--- config.mk ---
export PLATFORM = sky130hd
export DESIGN_NAME = rgb_scan_out_flat
export DESIGN_NICKNAME = d
export VERILOG_FILES = /design/src/rtl/rgb_scan_out_if.sv /design/src/rtl/rgb_scan_out.sv /design/src/flat_wrapper.sv
export SDC_FILE = /design/constraint.sdc
export NUM_CORES = 1
export LEC_CHECK = 0
export CAP_MARGIN = 20
export CORE_AREA = 2 2 69 71
export DETAILED_ROUTE_END_ITERATION = 6
export DIE_AREA = 0 0 71 73
export DONT_BUFFER_PORTS = 1
export HOLD_SLACK_MARGIN = 0.03
export PLACE_DENSITY_LB_ADDON = 0.2
export RECOVER_POWER = 25
export SLEW_MARGIN = 20
export SYNTH_ARGS = -nofsm -noshare
export SYNTH_HDL_FRONTEND = slang
export SYNTH_SLANG_ARGS = --single-unit
--- constraint.sdc ---
create_clock -name clk -period 3.1 [get_ports clk]
set_input_delay 0.155 -clock clk [delete_from_list [all_inputs] [get_ports clk]]
set_output_delay 0.155 -clock clk [all_outputs]
set_load 0.02 [all_outputs]
--- src/rtl/rgb_scan_out_if.sv ---
//==============================================================================
// Module   : rgb_scan_out_if
// Desc     : FIFO read side and RGB panel bus of the display scan-out engine.
// Revision : 1.0 - initial release
//==============================================================================
`default_nettype none

interface rgb_scan_out_if;
    logic [15:0] fifo_do;
    logic        fifo_empty;
    logic        fifo_re;
    logic [4:0]  lcd_r;
    logic [5:0]  lcd_g;
    logic [4:0]  lcd_b;
    logic        lcd_hs;
    logic        lcd_vs;
    logic        lcd_de;

    modport master (
        input  fifo_do, fifo_empty,
        output fifo_re, lcd_r, lcd_g, lcd_b, lcd_hs, lcd_vs, lcd_de
    );

    modport slave (
        output fifo_do, fifo_empty,
        input  fifo_re, lcd_r, lcd_g, lcd_b, lcd_hs, lcd_vs, lcd_de
    );
endinterface

`default_nettype wire

--- src/rtl/rgb_scan_out.sv ---
//==============================================================================
// Module   : rgb_scan_out
// Desc     : RGB panel timing generator popping one RGB565 word per active clock
//            from the display FIFO; outputs lag the counters by two clocks.
// Config   : RGB_SCAN_TESTPATTERN_EN adds test_mode (internal x/y pattern).
// Revision : 1.0 - initial release
//==============================================================================
`default_nettype none

module rgb_scan_out #(
    parameter int H_ACTIVE = 480,
    parameter int H_FP     = 8,
    parameter int H_SYNC   = 4,
    parameter int H_BP     = 43,
    parameter int V_ACTIVE = 272,
    parameter int V_FP     = 4,
    parameter int V_SYNC   = 4,
    parameter int V_BP     = 12
) (
    input  logic             clk,
    input  logic             rst,
    input  logic             en,
`ifdef RGB_SCAN_TESTPATTERN_EN
    input  logic             test_mode,
`endif
    rgb_scan_out_if.master   bus,
    output logic             frame_start,
    output logic             underflow,
    input  logic             underflow_clr
);

    localparam int c_h_total = H_SYNC + H_BP + H_ACTIVE + H_FP;
    localparam int c_v_total = V_SYNC + V_BP + V_ACTIVE + V_FP;
    localparam int c_hw      = (c_h_total > 1) ? $clog2(c_h_total) : 1;
    localparam int c_vw      = (c_v_total > 1) ? $clog2(c_v_total) : 1;

    localparam logic [c_hw-1:0] c_h_last    = c_hw'(c_h_total - 1);
    localparam logic [c_hw-1:0] c_h_sync_hi = c_hw'(H_SYNC - 1);
    localparam logic [c_hw-1:0] c_h_act_lo  = c_hw'(H_SYNC + H_BP);
    localparam logic [c_hw-1:0] c_h_act_hi  = c_hw'(H_SYNC + H_BP + H_ACTIVE - 1);
    localparam logic [c_vw-1:0] c_v_last    = c_vw'(c_v_total - 1);
    localparam logic [c_vw-1:0] c_v_sync_hi = c_vw'(V_SYNC - 1);
    localparam logic [c_vw-1:0] c_v_act_lo  = c_vw'(V_SYNC + V_BP);
    localparam logic [c_vw-1:0] c_v_act_hi  = c_vw'(V_SYNC + V_BP + V_ACTIVE - 1);

    logic [c_hw-1:0] r_h;
    logic [c_vw-1:0] r_v;

    logic        w_test;
    logic        w_h_sync;
    logic        w_v_sync;
    logic        w_active;
    logic        w_re;
    logic        w_uf_event;
    logic [4:0]  w_x;
    logic [5:0]  w_y;
    logic [15:0] w_pat;

    logic        r_hs1, r_vs1, r_de1, r_rd1, r_fs1;
    logic [15:0] r_pat1;
    logic        r_hs2, r_vs2, r_de2, r_fs2;
    logic [15:0] r_pix;
    logic        r_uf;

`ifdef RGB_SCAN_TESTPATTERN_EN
    assign w_test = test_mode;
`else
    assign w_test = 1'b0;
`endif

    // Free-running raster counters; en low parks them at the frame origin.
    always_ff @(posedge clk or posedge rst) begin
        if (rst) begin
            r_h <= '0;
            r_v <= '0;
        end else if (!en) begin
            r_h <= '0;
            r_v <= '0;
        end else if (r_h == c_h_last) begin
            r_h <= '0;
            r_v <= (r_v == c_v_last) ? '0 : r_v + 1'b1;
        end else begin
            r_h <= r_h + 1'b1;
        end
    end

    assign w_h_sync   = (r_h <= c_h_sync_hi);
    assign w_v_sync   = (r_v <= c_v_sync_hi);
    assign w_active   = en && (r_h >= c_h_act_lo) && (r_h <= c_h_act_hi)
                           && (r_v >= c_v_act_lo) && (r_v <= c_v_act_hi);
    assign w_re       = !rst && w_active && !bus.fifo_empty && !w_test;
    assign w_uf_event = w_active && bus.fifo_empty && !w_test;

    assign w_x   = 5'({5'd0, r_h} - (c_hw + 5)'(H_SYNC + H_BP));
    assign w_y   = 6'({6'd0, r_v} - (c_vw + 6)'(V_SYNC + V_BP));
    assign w_pat = {w_x, w_y, ~w_x};

    always_ff @(posedge clk or posedge rst) begin
        if (rst) begin
            r_hs1  <= 1'b1;
            r_vs1  <= 1'b1;
            r_de1  <= 1'b0;
            r_rd1  <= 1'b0;
            r_fs1  <= 1'b0;
            r_pat1 <= '0;
        end else begin
            r_hs1  <= ~(en & w_h_sync);
            r_vs1  <= ~(en & w_v_sync);
            r_de1  <= w_active;
            r_rd1  <= w_re;
            r_fs1  <= en && (r_h == '0) && (r_v == '0);
            r_pat1 <= (w_active && w_test) ? w_pat : 16'h0000;
        end
    end

    // FIFO data arrives the cycle after the read; a skipped slot outputs r_pat1 (zero outside test mode).
    always_ff @(posedge clk or posedge rst) begin
        if (rst) begin
            r_hs2 <= 1'b1;
            r_vs2 <= 1'b1;
            r_de2 <= 1'b0;
            r_fs2 <= 1'b0;
            r_pix <= '0;
        end else begin
            r_hs2 <= r_hs1;
            r_vs2 <= r_vs1;
            r_de2 <= r_de1;
            r_fs2 <= r_fs1;
            r_pix <= r_rd1 ? bus.fifo_do : r_pat1;
        end
    end

    always_ff @(posedge clk or posedge rst) begin
        if (rst) begin
            r_uf <= 1'b0;
        end else if (w_uf_event) begin
            r_uf <= 1'b1;
        end else if (underflow_clr) begin
            r_uf <= 1'b0;
        end
    end

    assign bus.fifo_re = w_re;
    assign bus.lcd_r   = r_pix[15:11];
    assign bus.lcd_g   = r_pix[10:5];
    assign bus.lcd_b   = r_pix[4:0];
    assign bus.lcd_hs  = r_hs2;
    assign bus.lcd_vs  = r_vs2;
    assign bus.lcd_de  = r_de2;
    assign frame_start = r_fs2;
    assign underflow   = r_uf;

endmodule

`default_nettype wire

--- src/flat_wrapper.sv ---
// flat-port wrapper written by rule: the top's interface ports become plain ports
module rgb_scan_out_flat 
#(
    parameter int H_ACTIVE = 480,
    parameter int H_FP     = 8,
    parameter int H_SYNC   = 4,
    parameter int H_BP     = 43,
    parameter int V_ACTIVE = 272,
    parameter int V_FP     = 4,
    parameter int V_SYNC   = 4,
    parameter int V_BP     = 12
)
  (clk, rst, en, frame_start, underflow, underflow_clr, bus_fifo_do, bus_fifo_empty, bus_fifo_re, bus_lcd_r, bus_lcd_g, bus_lcd_b, bus_lcd_hs, bus_lcd_vs, bus_lcd_de);
  rgb_scan_out_if bus_i ();
  input  logic clk;
  input  logic rst;
  input  logic en;
  output logic frame_start;
  output logic underflow;
  input  logic underflow_clr;
  input wire logic [$bits(bus_i.fifo_do)-1:0] bus_fifo_do;
  input wire logic [$bits(bus_i.fifo_empty)-1:0] bus_fifo_empty;
  output wire logic [$bits(bus_i.fifo_re)-1:0] bus_fifo_re;
  output wire logic [$bits(bus_i.lcd_r)-1:0] bus_lcd_r;
  output wire logic [$bits(bus_i.lcd_g)-1:0] bus_lcd_g;
  output wire logic [$bits(bus_i.lcd_b)-1:0] bus_lcd_b;
  output wire logic [$bits(bus_i.lcd_hs)-1:0] bus_lcd_hs;
  output wire logic [$bits(bus_i.lcd_vs)-1:0] bus_lcd_vs;
  output wire logic [$bits(bus_i.lcd_de)-1:0] bus_lcd_de;
  assign bus_i.fifo_do = bus_fifo_do;
  assign bus_i.fifo_empty = bus_fifo_empty;
  assign bus_fifo_re = bus_i.fifo_re;
  assign bus_lcd_r = bus_i.lcd_r;
  assign bus_lcd_g = bus_i.lcd_g;
  assign bus_lcd_b = bus_i.lcd_b;
  assign bus_lcd_hs = bus_i.lcd_hs;
  assign bus_lcd_vs = bus_i.lcd_vs;
  assign bus_lcd_de = bus_i.lcd_de;
  rgb_scan_out #(.H_ACTIVE(H_ACTIVE), .H_FP(H_FP), .H_SYNC(H_SYNC), .H_BP(H_BP), .V_ACTIVE(V_ACTIVE), .V_FP(V_FP), .V_SYNC(V_SYNC), .V_BP(V_BP)) u_core (.clk(clk), .rst(rst), .en(en), .bus(bus_i), .frame_start(frame_start), .underflow(underflow), .underflow_clr(underflow_clr));
endmodule
==> results, run 1 <==
- The cell total after placement is 227.
- The minimum setup slack after placement is 1040 ps.
- The post-synthesis instance area is 2010 um^2.
- The total nets after synthesis is 201.
- The total length of routed wires is 3920 um.
- The maximum vdd drop is 0.000197 V.
- The largest buffer count on any clock path is 2.
- The number of flops mapped to enable cells by yosys is 0.
- For this block, the initial DRC count from the detailed router was 54.
- The number of top-level design ports is 43.
- Measured in cells, the most critical reg-to-reg path has a length of 6.
- The floorplan step defined a die boundary enclosing 5180 um^2.
- The count of final max-slew check failures is 0.
- The filler cells instantiated in the layout total 400.
- Summing all placed instances gives a cell area of 2060 um^2.
- Measured against its own limit, the worst slew margin works out to 57.0%.
- The leakage power of the design is 1.07 nW.
- Dividing the detail-routed wire length by the instance count gives 15.4 um.
- The share of the core filled with cells in the final layout is 52.6%.
- The number of sinks handled by clock tree synthesis is 45.
- The count of max-cap constraint violations is 0.
- Dividing the final minimum period by the clock period gives 71.2%.
- The synthesized area per cell is 11.5 um^2.
- Global routing finished with a remaining overflow of 0.
- The number of synthesized register bits is 45.
- The initialized floorplan defines 25 standard-cell rows.
- Clock-pin slew was measured on the worst setup and hold paths at 80 ps.
- The tightest min-delay check is of the in -> reg type.
- The capturing point of the worst reg2reg path is u_core.r_v[5]$_DFFE_PP0P_.
- The worst hold slack after final layout is 52.6 ps.
- Summed over all failing endpoints, the final setup total negative slack is 0 ps.
- The worst-margin pin slew is 643 ps.
- The post-CTS setup-driven buffer insertion count is 0.
- On the final layout, the worst clock skew is 4.58 ps.
- The aggregate global-route resource usage is 17.0%.
- In the post-route analysis, the smallest setup slack over all paths is 894 ps.
- For the worst setup path, the data arrival time is 2050 ps.
- The synthesis-to-layout area growth is 18.9%.
- Total power for the finished layout comes to 1.13 mW.
- The initial antenna violation count came to 0.
- The worst setup path is of the reg -> out kind.
- The clock period minus final worst setup slack is 2210 ps.
- The initial utilization of the core area, before any placement, comes to 44.2%.
- Of the cells placed in the final design, the portion with a size suffix greater than 1 is 14.9%.
- After floorplanning, the core was sized to cover 4540 um^2.
- The end point of the critical path is bus_fifo_re.
- The number of buffers inserted by port buffering is 0.
- The power density over the cells is 472 nW/um^2.
- The die is 71 um wide.
- The highest cell delay on the worst timing path is 480 ps.
- Registers take 1130 um^2.
- The standard cell with the maximum stage delay on the critical path is sky130_fd_sc_hd__dfrtp_1.
- The number of search-and-repair iterations in the first detailed-routing pass is 4.
- The most frequently used flop master after synthesis is sky130_fd_sc_hd__dfrtp_1.
- The via count of the first global-routing pass is 1423.
- The total clock buffers created by CTS is 5.
- The kind of capture point of the worst setup path is an output port.
- Setup violations remaining at the end of the flow were counted as 0.
- The kind of cell with the highest combined delay along the critical path is flip-flops.
- The residual DRC count is 0.
- The signal on the critical path passes through ha_1 -> a31oi_1 -> nor3b_1 -> o21ai_0 -> nor4_1 -> buf_4.
- The root cell of the clock tree is sky130_fd_sc_hd__clkbuf_8.
- The buffer and inverter count on the worst path is 1.
- After synthesis, the netlist uses 47 different library cells.
- The detail-routed via count per cell is 5.49.
- Data on the critical path is required at its endpoint by 2940 ps.
- After the last flow step, the layout net total stands at 226.
- In this run the remaining antenna-violating nets after routing total 0.
- For this run, the top clock speed supported by timing is 453 MHz.
- The HPWL reported at the end of detailed placement is 2720 um.
- The number of warnings printed during yosys synthesis is 0.
- Entering global routing, the biggest net connects 33 pins.
- The flow ran to the end, and the final reports show no timing, DRC or antenna violations.
- The startpoint class of the critical path is a flip-flop.
- The internal reg-to-reg setup slack is 1030 ps.
- The sequential share of the synthesized area is 56.4%.
- The total count of hold-check failures in the final report came to 0.
- In the synthesized netlist the async set-or-reset flop fraction comes to 100%.
- The launching element of the worst setup path is u_core.r_h[1]$_DFF_PP0_.
- The via count is 1399.
- In this run the vertical extent of the chip is 73 um.
- The wire length of the first global-routing pass is 6760 um.
- The source of the worst register-to-register timing path is u_core.r_h[0]$_DFF_PP0_.
- The depth of the critical timing path with buffers and inverters included is 6.
- The gate count of the mapped netlist is 175.
- The peak fanout along the critical path is 8.
- TritonCTS built the clock tree.
- The maximum level of the CTS H-tree is 2.
- The finished cells cover 2380 um^2.
- The placer's final routability congestion estimate is 0.759.
- The total area of multi-input combinational cells is 821 um^2.
- The number of antenna diodes in the final layout is 0.
- The final cell count without fillers is 255.
- Setup repair after global routing left no endpoint under its margin.
- The clock reaches the later pin of the worst-skew pair after 300 ps.
-- cells in the mapped netlist, types with 2 or more instances --
| cell | n | share of area (%) |
|---|---|---|
| sky130_fd_sc_hd__dfrtp_1 | 41 | 51 |
| sky130_fd_sc_hd__and2_1 | 17 | 5.3 |
| sky130_fd_sc_hd__nor2_1 | 16 | 3.0 |
| sky130_fd_sc_hd__inv_1 | 8 | 1.5 |
| sky130_fd_sc_hd__nand3_1 | 8 | 2.0 |
| sky130_fd_sc_hd__nand2_1 | 7 | 1.3 |
| sky130_fd_sc_hd__xor2_1 | 7 | 3.1 |
| sky130_fd_sc_hd__nand4_1 | 6 | 1.9 |
| sky130_fd_sc_hd__ha_1 | 5 | 3.1 |
| sky130_fd_sc_hd__o21ai_0 | 5 | 1.2 |
| sky130_fd_sc_hd__dfstp_2 | 4 | 5.2 |
| sky130_fd_sc_hd__nor3_1 | 4 | 1.0 |
| sky130_fd_sc_hd__a22o_1 | 3 | 1.3 |
| sky130_fd_sc_hd__nor4_1 | 3 | 0.94 |
| sky130_fd_sc_hd__a21o_1 | 2 | 0.75 |
| sky130_fd_sc_hd__a21oi_1 | 2 | 0.50 |
| sky130_fd_sc_hd__a31oi_1 | 2 | 0.62 |
| sky130_fd_sc_hd__and3_1 | 2 | 0.62 |
| sky130_fd_sc_hd__clkbuf_1 | 2 | 0.37 |
| sky130_fd_sc_hd__o31ai_1 | 2 | 0.75 |
| sky130_fd_sc_hd__or2_2 | 2 | 0.62 |
| sky130_fd_sc_hd__or4_1 | 2 | 0.75 |
-- state kept, by name, indices dropped and copies added, names as in the netlist --
signal              flops
u_core.r_hs1            1
u_core.r_pix           16
u_core.r_vs1            1
u_core.bus.lcd_vs       1
u_core.r_rd1            1
u_core.bus.lcd_hs       1
u_core.bus.lcd_de       1
u_core.r_h             10
u_core.underflow        1
u_core.r_de1            1
u_core.r_v              9
u_core.r_fs1            1
u_core.frame_start      1
-- area by class of cell --
type | count | area share, %
clock buffer | 6 | 3.46
inverter | 8 | 1.26
tap | 54 | 2.83
sequential | 45 | 47.4
timing repair buffer | 22 | 9.02
clock inverter | 2 | 1.57
multi-input combinational | 118 | 34.4
-- placed cells by master, fill, tap and decap left out, types with 3 or more instances in the layout --
cell	Yosys	final
sky130_fd_sc_hd__a22o_1	3	3
sky130_fd_sc_hd__and2_0	0	8
sky130_fd_sc_hd__and2_1	17	9
sky130_fd_sc_hd__clkbuf_8	0	6
sky130_fd_sc_hd__dfrtp_1	41	41
sky130_fd_sc_hd__dfstp_2	4	4
sky130_fd_sc_hd__dlygate4sd3_1	0	20
sky130_fd_sc_hd__ha_1	5	5
sky130_fd_sc_hd__inv_1	8	8
sky130_fd_sc_hd__nand2_1	7	7
sky130_fd_sc_hd__nand3_1	8	8
sky130_fd_sc_hd__nand4_1	6	6
sky130_fd_sc_hd__nor2_1	16	16
sky130_fd_sc_hd__nor3_1	4	4
sky130_fd_sc_hd__nor4_1	3	3
sky130_fd_sc_hd__o21ai_0	5	5
sky130_fd_sc_hd__xor2_1	7	7
-- logic make-up (layout without fill, tap and decap cells) --
logic type,count (synthesis),after routing,share of synthesized area [%]
AO/OA/AOI/OAI,23,23,9.23
adder cells (fa/ha/maj),5,5,3.12
AND/OR/NAND/NOR,80,80,24.0
XOR/XNOR,8,8,3.49
multiplexers,2,2,1.06
buffers and inverters,12,38,2.68
flip-flops,45,45,56.4
-- routing by layer --
layer | up-vias | part of all wire, % | global-route usage [%]
li1 | 666 | - | -
met1 | 678 | 42 | 19.8
met2 | 45 | 51 | 29.4
met3 | 10 | 4.8 | 4.42
met4 | 0 | 2.7 | 7.97
met5 | - | 0 | 0
-- power breakdown --
part / internal, mW / switching (mW)
Clock: 0.262 / 0.198
Sequential: 0.599 / 0.0128
Combinational: 0.0261 / 0.0284
-- worst min path at each step --
stage | startpoint | to | slack (ps) | cells past startpoint
floorplan | en | u_core.r_vs1$_DFF_PP1_ | 230 | 1
global placement | rst | u_core.r_h[9]$_DFF_PP0_ | 110 | 1
detailed placement | rst | u_core.r_h[5]$_DFF_PP0_ | 120 | 1
CTS | en | u_core.r_v[2]$_DFFE_PP0P_ | 40 | 2
global route | en | u_core.r_v[4]$_DFFE_PP0P_ | 60 | 2
finish | en | u_core.r_v[2]$_DFFE_PP0P_ | 50 | 2
-- what timing repair did --
action / 4_1_cts / 5_1_grt
endpoints found under the hold margin: 33 / 0
hold buffers: 20 / 0
resized for setup: 0 / 0
(Power assumes the default switching activity.)
==> run 2, diff against run 1 <==
==> constraint.sdc (replaced) <==
create_clock -name clk -period 1.9 [get_ports clk]
set_input_delay 0.095 -clock clk [delete_from_list [all_inputs] [get_ports clk]]
set_output_delay 0.095 -clock clk [all_outputs]
set_load 0.02 [all_outputs]
==> run 2 against run 1 <==
The flow now finishes with violations (negative setup slack); combinational power up 96%; sequential share of layout area decreased by 3.8 points; largest power group unchanged; via count up 7.0%; sequential power grew 63%; critical path type unchanged; power rose by 50%; final cell count grew 11%; clock power grew 27%; non-clock buffer count rose by 27; flip-flop and latch count did not move; hold slack improved by 32 ps.
==> results, run 2 (synthesis results as in run 1) <==
- The run finished, with violations left.
- The final reports fail on negative setup slack.
- The clock-pin slew of the registers on the worst-case setup and hold paths was 90 ps (about the same).
- Counting I/O delays and the setup requirement, the final critical path takes 1950 ps.
- The final layout net count is 253 (+12%).
- The post-layout instance area was 2610 um^2 (+9.5%).
- The detail-routed via count per cell is 5.31 (-3.2%).
- The horizontal die dimension is 71 um (unchanged).
- The residual DRC count is 0 (unchanged).
- Dividing the final minimum period by the clock period gives 102%.
- The pin count of the biggest net entering global routing came to 25 (-24%).
- The number of top-level design ports is 43 (unchanged).
- The library cells used most frequently in the layout, excluding fill and tap cells, are 35 x sky130_fd_sc_hd__dfrtp_1, 26 x sky130_fd_sc_hd__buf_4, 21 x sky130_fd_sc_hd__dlygate4sd3_1, 17 x sky130_fd_sc_hd__and2_1, 15 x sky130_fd_sc_hd__nor2_1.
- The leakage power of the design was 1.18 nW (+11%).
- The worst-margin pin slew is 1200 ps (+559 ps).
- The final routed wire length divided by cell count is 14.4 um (-6.7%).
- The highest cell delay on the worst timing path is 450 ps (-30 ps).
- The final global-route overflow total is 0 (unchanged).
- The number of flip-flops under the largest register name is 16 (unchanged).
- The via count is 1497 (+7.0%).
- The initial antenna violation count is 0 (unchanged).
- Setup repair after global routing could not meet its margin everywhere.
- STA classifies the critical path startpoint as a flip-flop.
- The logic depth of the worst register-to-register path is 5 (-1).
- The number of DRC markers in iteration 0 is 85 (+57%).
- The cell total after placement is 236 (+4.0%).
- The launching element of the worst setup path is u_core.r_v[1]$_DFFE_PP0P_.
- The count of final max-slew check failures came to 0 (unchanged).
- The number of antenna repair diodes is 0 (unchanged).
- The number of sinks handled by clock tree synthesis is 45 (unchanged).
- The largest registers in the layout are u_core.r_pix (16), u_core.r_h (10), u_core.r_v (9).
- The total die area was 5180 um^2 (unchanged).
- The data arrival time at the worst-slack endpoint is 1850 ps (-200 ps).
- STA classifies the critical path endpoint as an output port.
- The final setup violation count came to 1 (+1).
- The peak fanout along the critical path is 5 (-3).
- By startpoint and endpoint, the worst setup path is classified as reg -> out.
- The number of buffers inserted by port buffering came to 0 (unchanged).
- TritonCTS built the clock tree.
- In this run the critical register-to-register path is launched from u_core.r_v[3]$_DFFE_PP0P_.
- The final cell count without fillers came to 282 (+11%).
- The upper clock frequency limit is 514 MHz.
- The largest buffer count on any clock path is 2 (unchanged).
- The count of max-cap constraint violations is 0 (unchanged).
- The final setup skew is 7.32 ps (+2.75 ps).
- The maximum vdd drop is 0.000342 V (+74%).
- The worst max-slew margin expressed relative to the limit was 19.9% (-37 points).
- Walking the worst path, the cells encountered are ha_4 -> o311a_2 -> o21ai_1 -> buf_4 -> nor4_2 -> buf_4.
- The placer's final routability congestion estimate is 0.858 (+13%).
- The most frequent cell on the critical path is sky130_fd_sc_hd__buf_4.
- The chip height is 73 um (unchanged).
- The power density over the cells is 646 nW/um^2 (+37%).
- The number of nets with antenna violations after routing is 0 (unchanged).
- The path category of the worst min-delay check is in -> reg.
- The wire length of the first global-routing pass is 6870 um (+1.7%).
- The via count of the first global-routing pass came to 1505 (+5.8%).
- The worst-case setup margin in the final layout is -46.0 ps (-940 ps).
- The placeable core area is 4540 um^2 (unchanged).
- The total clock buffers created by CTS is 5 (unchanged).
- The initial core utilization is 44.2% (unchanged).
- The placement-stage cell area was 2140 um^2 (+3.6%).
- The synthesis-to-layout area growth is 30.2%.
- The most common library cell in the layout ignoring fill and taps is sky130_fd_sc_hd__dfrtp_1.
- The root cell of the clock tree is sky130_fd_sc_hd__clkbuf_8.
- In this run the critical register-to-register path is captured at u_core.r_v[3]$_DFFE_PP0P_.
- More flip-flops sit in one register than any other, and that register is u_core.r_pix.
- The share of post-route cells with drive strength above 1 is 30.3% (+15 points).
- The total count of hold-check failures in the final report is 0 (unchanged).
- The site row count is 25 (unchanged).
- The endpoint required time on the critical path was 1800 ps (-1140 ps).
- The number of fill cells is 371 (-7.2%).
- The minimum setup slack after placement is 39.6 ps (-1000 ps).
- The total length of routed wires is 4050 um (+3.1%).
- The standard cell with the maximum stage delay on the critical path is sky130_fd_sc_hd__dfrtp_1.
- The most critical setup path has its endpoint at bus_fifo_re.
- The number of search-and-repair iterations in the first detailed-routing pass is 4 (unchanged).
- The aggregate global-route resource usage came to 16.6% (-0.43 points).
- The internal reg-to-reg setup slack is 40 ps (-990 ps).
- The maximum level of the CTS H-tree is 2 (unchanged).
- The HPWL reported at the end of detailed placement is 2740 um (+0.76%).
- The worst-skew pair later-pin latency was 300 ps (about the same).
- The worst hold slack after final layout is 84.4 ps (+31.8 ps).
## run 2: cell types whose count changed in the layout (fill, tap and decap cells not counted), moves of 3 or more
cell                      delta
sky130_fd_sc_hd__buf_4      +24
sky130_fd_sc_hd__dfrtp_2     +6
sky130_fd_sc_hd__and2_0      -8
sky130_fd_sc_hd__o21ai_1     +3
sky130_fd_sc_hd__dfrtp_1     -6
sky130_fd_sc_hd__and2_1      +8
sky130_fd_sc_hd__o21ai_0     -4
## run 2: per-layer routing
| metal | wire length, um | GRT usage (%) | vias up |
|---|---|---|---|
| li1 | - | - | 721 |
| met1 | 1790 | 20.9 | 729 |
| met2 | 2050 | 29.4 | 43 |
| met3 | 163 | 3.45 | 4 |
| met4 | 37 | 3.77 | 0 |
| met5 | 0 | 0 | - |
## run 2: area by class of cell
class | instances | area [um^2] | share of cell area, %
sequential | 45 | 1140 | 43.6
multi-input combinational | 118 | 872 | 33.4
timing repair buffer | 49 | 413 | 15.8
clock buffer | 5 | 68.8 | 2.64
tap | 54 | 67.6 | 2.59
inverter | 8 | 30.0 | 1.15
clock inverter | 3 | 21.3 | 0.815
## run 2: critical path, delay by kind of cell, from the launching register on
family | cells | cell delay (ps)
buffers and inverters | 2 | 310
adder cells (fa/ha/maj) | 1 | 200
AO/OA/AOI/OAI | 2 | 540
flip-flops | 1 | 450
AND/OR/NAND/NOR | 1 | 50
## run 2: through the flow
stage          utilization (%)  setup TNS [ps]  power [mW]
2_1_floorplan                -               0        1.06
3_3_place_gp              47.1               0        1.08
3_5_place_dp              47.1               0        1.08
4_1_cts                   55.2           -51.7        1.71
5_1_grt                   57.6            -143        1.76
6_report                  57.6           -46.0        1.69
## run 2: power by group
group / leakage, nW / switching [mW] / internal [mW]
registers: 0.601 / 0.0177 / 0.977
logic: 0.537 / 0.0540 / 0.0526
clock network: 0.0445 / 0.324 / 0.261
## run 2: what timing repair did
| item | in CTS | in global routing |
|---|---|---|
| resized for setup | 12 | 8 |
| hold endpoints to repair | 67 | 1 |
| setup buffers | 7 | 10 |
| endpoints found under the setup margin | 1 | 5 |
| cloned | 0 | 0 |
| hold buffers | 20 | 1 |
| pin swaps | 4 | 8 |
## run 2: worst min-delay path by stage
| stage | startpoint | endpoint | slack (ps) | cells past startpoint |
|---|---|---|---|---|
| 4_1_cts | rst | u_core.r_rd1$_DFF_PP0_ | -30 | 2 |
| 3_3_place_gp | rst | u_core.r_pix[2]$_DFF_PP0_ | 60 | 2 |
| 2_1_floorplan | en | u_core.r_vs1$_DFF_PP1_ | 170 | 1 |
| 6_report | en | u_core.r_hs1$_DFF_PP1_ | 80 | 2 |
| 3_5_place_dp | rst | u_core.r_de1$_DFF_PP0_ | 80 | 2 |
| 5_1_grt | en | u_core.r_de1$_DFF_PP0_ | 60 | 3 |
==> run 3, diff against run 2 <==
==> constraint.sdc (replaced) <==
create_clock -name clk -period 1.8 [get_ports clk]
set_input_delay 0.09 -clock clk [delete_from_list [all_inputs] [get_ports clk]]
set_output_delay 0.09 -clock clk [all_outputs]
set_load 0.02 [all_outputs]
==> run 3 against run 2 <==
The flow finishes with violations (negative hold slack, negative setup slack); die area unchanged; clock skew about the same; hold slack got worse by 120 ps; critical endpoint unchanged; critical path type unchanged.
==> results, run 3 (synthesis results as in run 1) <==
- The final layout net count came to 253 (unchanged).
- The initial antenna violation count is 0 (unchanged).
- The final cell count without fillers is 282 (unchanged).
- The path category of the worst min-delay check is in -> reg.
- The via count is 1549 (+3.5%).
- The share of post-route cells with drive strength above 1 is 32.0% (+1.8 points).
- The total area of multi-input combinational cells is 910 um^2 (+4.3%).
- The number of hold buffers added after CTS is 21 (+5.0%).
- The number of search-and-repair iterations in the first detailed-routing pass was 4 (unchanged).
- The placer's final routability congestion estimate is 0.863 (+0.63%).
- The placement-stage cell area is 2200 um^2 (+2.7%).
- The number of antenna repair diodes came to 0 (unchanged).
- The largest registers in the layout are u_core.r_pix (16), u_core.r_h (10), u_core.r_v (9).
- Leaving out fill and tap cells, the most frequent cells in the layout are 37 x sky130_fd_sc_hd__dfrtp_1, 26 x sky130_fd_sc_hd__buf_4, 21 x sky130_fd_sc_hd__dlygate4sd3_1, 17 x sky130_fd_sc_hd__and2_1, 14 x sky130_fd_sc_hd__nor2_1.
- The placeable core area is 4540 um^2 (unchanged).
- The final setup violation count is 4 (+3).
- The detail-routed via count per cell is 5.49 (+3.5%).
- The internal power of the cells is 1.66 mW (+28%).
- The switching part of the total power is 20.7% (-2.8 points).
- The wire length of the first global-routing pass came to 7200 um (+4.8%).
- The net switching power figure came to 431 uW (+8.9%).
- The logic depth of the worst register-to-register path was 5 (unchanged).
- The residual DRC count was 0 (unchanged).
- The smallest clock period supported by the final layout is computed as 1920 ps.
- The peak fanout along the critical path is 2 (-3).
- The depth of the critical timing path with buffers and inverters included is 5 (-1).
- After layout, the worst path uses 107% of the clock period.
- Leaving out fill and tap cells, the most frequent cell in the layout is sky130_fd_sc_hd__dfrtp_1.
- The final setup TNS is -253 ps (-207 ps).
- The post-layout instance area was 2700 um^2 (+3.5%).
- The worst setup path is of the reg -> out kind.
- In this run the clock root is driven by a sky130_fd_sc_hd__clkbuf_8.
- The number of nets with antenna violations after routing came to 0 (unchanged).
- The power density over the cells is 772 nW/um^2 (+20%).
- The run finished, with violations left.
- The standard cell with the maximum stage delay on the critical path is sky130_fd_sc_hd__dfrtp_1.
- The initial core utilization is 44.2% (unchanged).
- The synthesis-to-layout area growth is 34.7%.
- The final reports fail on negative hold slack, negative setup slack.
- The maximum level of the CTS H-tree is 2 (unchanged).
- The worst-case setup margin in the final layout was -120 ps (-74.5 ps).
- The HPWL reported at the end of detailed placement is 2850 um (+4.0%).
- The count of max-cap constraint violations is 0 (unchanged).
- The total die area is 5180 um^2 (unchanged).
- The number of fill cells came to 359 (-3.2%).
- The worst-margin pin slew is 734 ps (-467 ps).
- The register cell area after layout is 1140 um^2 (-0.22%).
- The total length of routed wires is 4530 um (+12%).
- The leakage power of the design was 1.23 nW (+4.2%).
- The via count of the first global-routing pass is 1572 (+4.5%).
- The horizontal die dimension is 71 um (unchanged).
- The site row count is 25 (unchanged).
- The buffer and inverter count on the worst path is 1 (-1).
- The pin count of the biggest net entering global routing was 32 (+28%).
- Setup repair after global routing could not meet its margin everywhere.
- Timing would allow up to 521 MHz.
- The top register by number of flip-flops is u_core.r_pix.
- The total count of hold-check failures in the final report is 1 (+1).
- The final routed wire length divided by cell count was 16.0 um (+12%).
- On the critical path the largest part of the delay comes from simple AND/OR/NAND/NOR gates.
- The worst hold slack after final layout is -31.6 ps (-116 ps).
- The final global-route overflow total came to 0 (unchanged).
- The number of flip-flops under the largest register name is 16 (unchanged).
- The aggregate global-route resource usage came to 17.7% (+1.1 points).
- TritonCTS built the clock tree.
- The startpoint class of the critical path is a flip-flop.
- The number of buffers inserted by port buffering is 0 (unchanged).
- The final setup skew came to 6.98 ps (-0.340 ps).
- The endpoint required time on the critical path is 1710 ps (-90 ps).
- The maximum vdd drop came to 0.000338 V (-1.3%).
- STA classifies the critical path endpoint as an output port.
- The cell total after placement is 242 (+2.5%).
- The largest buffer count on any clock path is 2 (unchanged).
- The worst-skew pair later-pin latency is 300 ps (about the same).
- The number of sinks handled by clock tree synthesis is 45 (unchanged).
- The number of cells on the worst hold path is 2 (unchanged).
- The chip height is 73 um (unchanged).
- The worst max-slew margin expressed relative to the limit is 51.1% (+31 points).
- The part of the power in registers was 50.2% (-8.8 points).
- The clock network fraction of design power is 43.4% (+8.7 points).
- The signal on the critical path passes through or3b_4 -> mux2i_1 -> o21ai_2 -> nor4_4 -> buf_4.
- The number of DRC markers in iteration 0 was 116 (+36%).
- The count of final max-slew check failures is 0 (unchanged).
- The clock-pin slew of the registers on the worst-case setup and hold paths was 90 ps (about the same).
- The portion of total power attributed to combinational logic came to 6.4% (about the same).
- The data arrival time at the worst-slack endpoint is 1830 ps (-20 ps).
- The number of top-level design ports is 43 (unchanged).
- The highest cell delay on the worst timing path was 390 ps (-60 ps).
- The total clock buffers created by CTS is 5 (unchanged).
==> run 3: path summary, 6_finish.rpt <==
check | from | to | slack [ps]
min in group asynchronous | rst | u_core.r_h[3]$_DFF_PP0_ | 350
worst min register to register | u_core.r_fs1$_DFF_PP0_ | u_core.frame_start$_DFF_PP0_ | 360
worst max register to register | u_core.r_v[2]$_DFFE_PP0P_ | u_core.r_v[6]$_DFFE_PP0P_ | -90
worst min-delay path | rst | u_core.r_rd1$_DFF_PP0_ | -30
max in group asynchronous | rst | u_core.r_v[6]$_DFFE_PP0P_ | 820
worst max-delay path | u_core.r_h[4]$_DFF_PP0_ | bus_fifo_re | -120
==> run 3: power groups by stage <==
stage / clock network, mW / logic [mW] / registers [mW]
5_1_grt: 0.966 / 0.149 / 1.05
6_report: 0.905 / 0.135 / 1.05
3_5_place_dp: 0 / 0.0821 / 1.07
2_1_floorplan: 0 / 0.0501 / 1.07
3_3_place_gp: 0 / 0.0809 / 1.07
4_1_cts: 0.923 / 0.126 / 1.05
==> run 3: cell type report <==
cell class                 count  area share [%]
tap                           54            2.50
timing repair buffer          49            15.6
clock inverter                 3            2.55
inverter                       8            1.11
multi-input combinational    118            33.7
clock buffer                   5            2.55
sequential                    45            42.0
==> run 3: through the flow <==
| stage | utilization [%] | power (mW) | worst slack, ps |
|---|---|---|---|
| 2_1_floorplan | - | 1.12 | 18.1 |
| 3_3_place_gp | 48.4 | 1.15 | 53.2 |
| 3_5_place_dp | 48.4 | 1.15 | 19.2 |
| 4_1_cts | 57.8 | 2.10 | -156 |
| 5_1_grt | 59.6 | 2.16 | -200 |
| 6_report | 59.6 | 2.09 | -120 |
==> run 3: per-layer routing <==
metal | wire [um] | track usage (%) | up-vias
li1 | - | - | 719
met1 | 1880 | 20.6 | 772
met2 | 2380 | 30.9 | 52
met3 | 218 | 5.11 | 6
met4 | 53 | 6.71 | 0
met5 | 0 | 0 | -
==> run 3: timing repair <==
item / CTS / global route
hold endpoints to repair: 36 / 1
endpoints found under the setup margin: 2 / 9
pin swaps: 3 / 7
buffers inserted: 8 / 3
resized for setup: 6 / 21
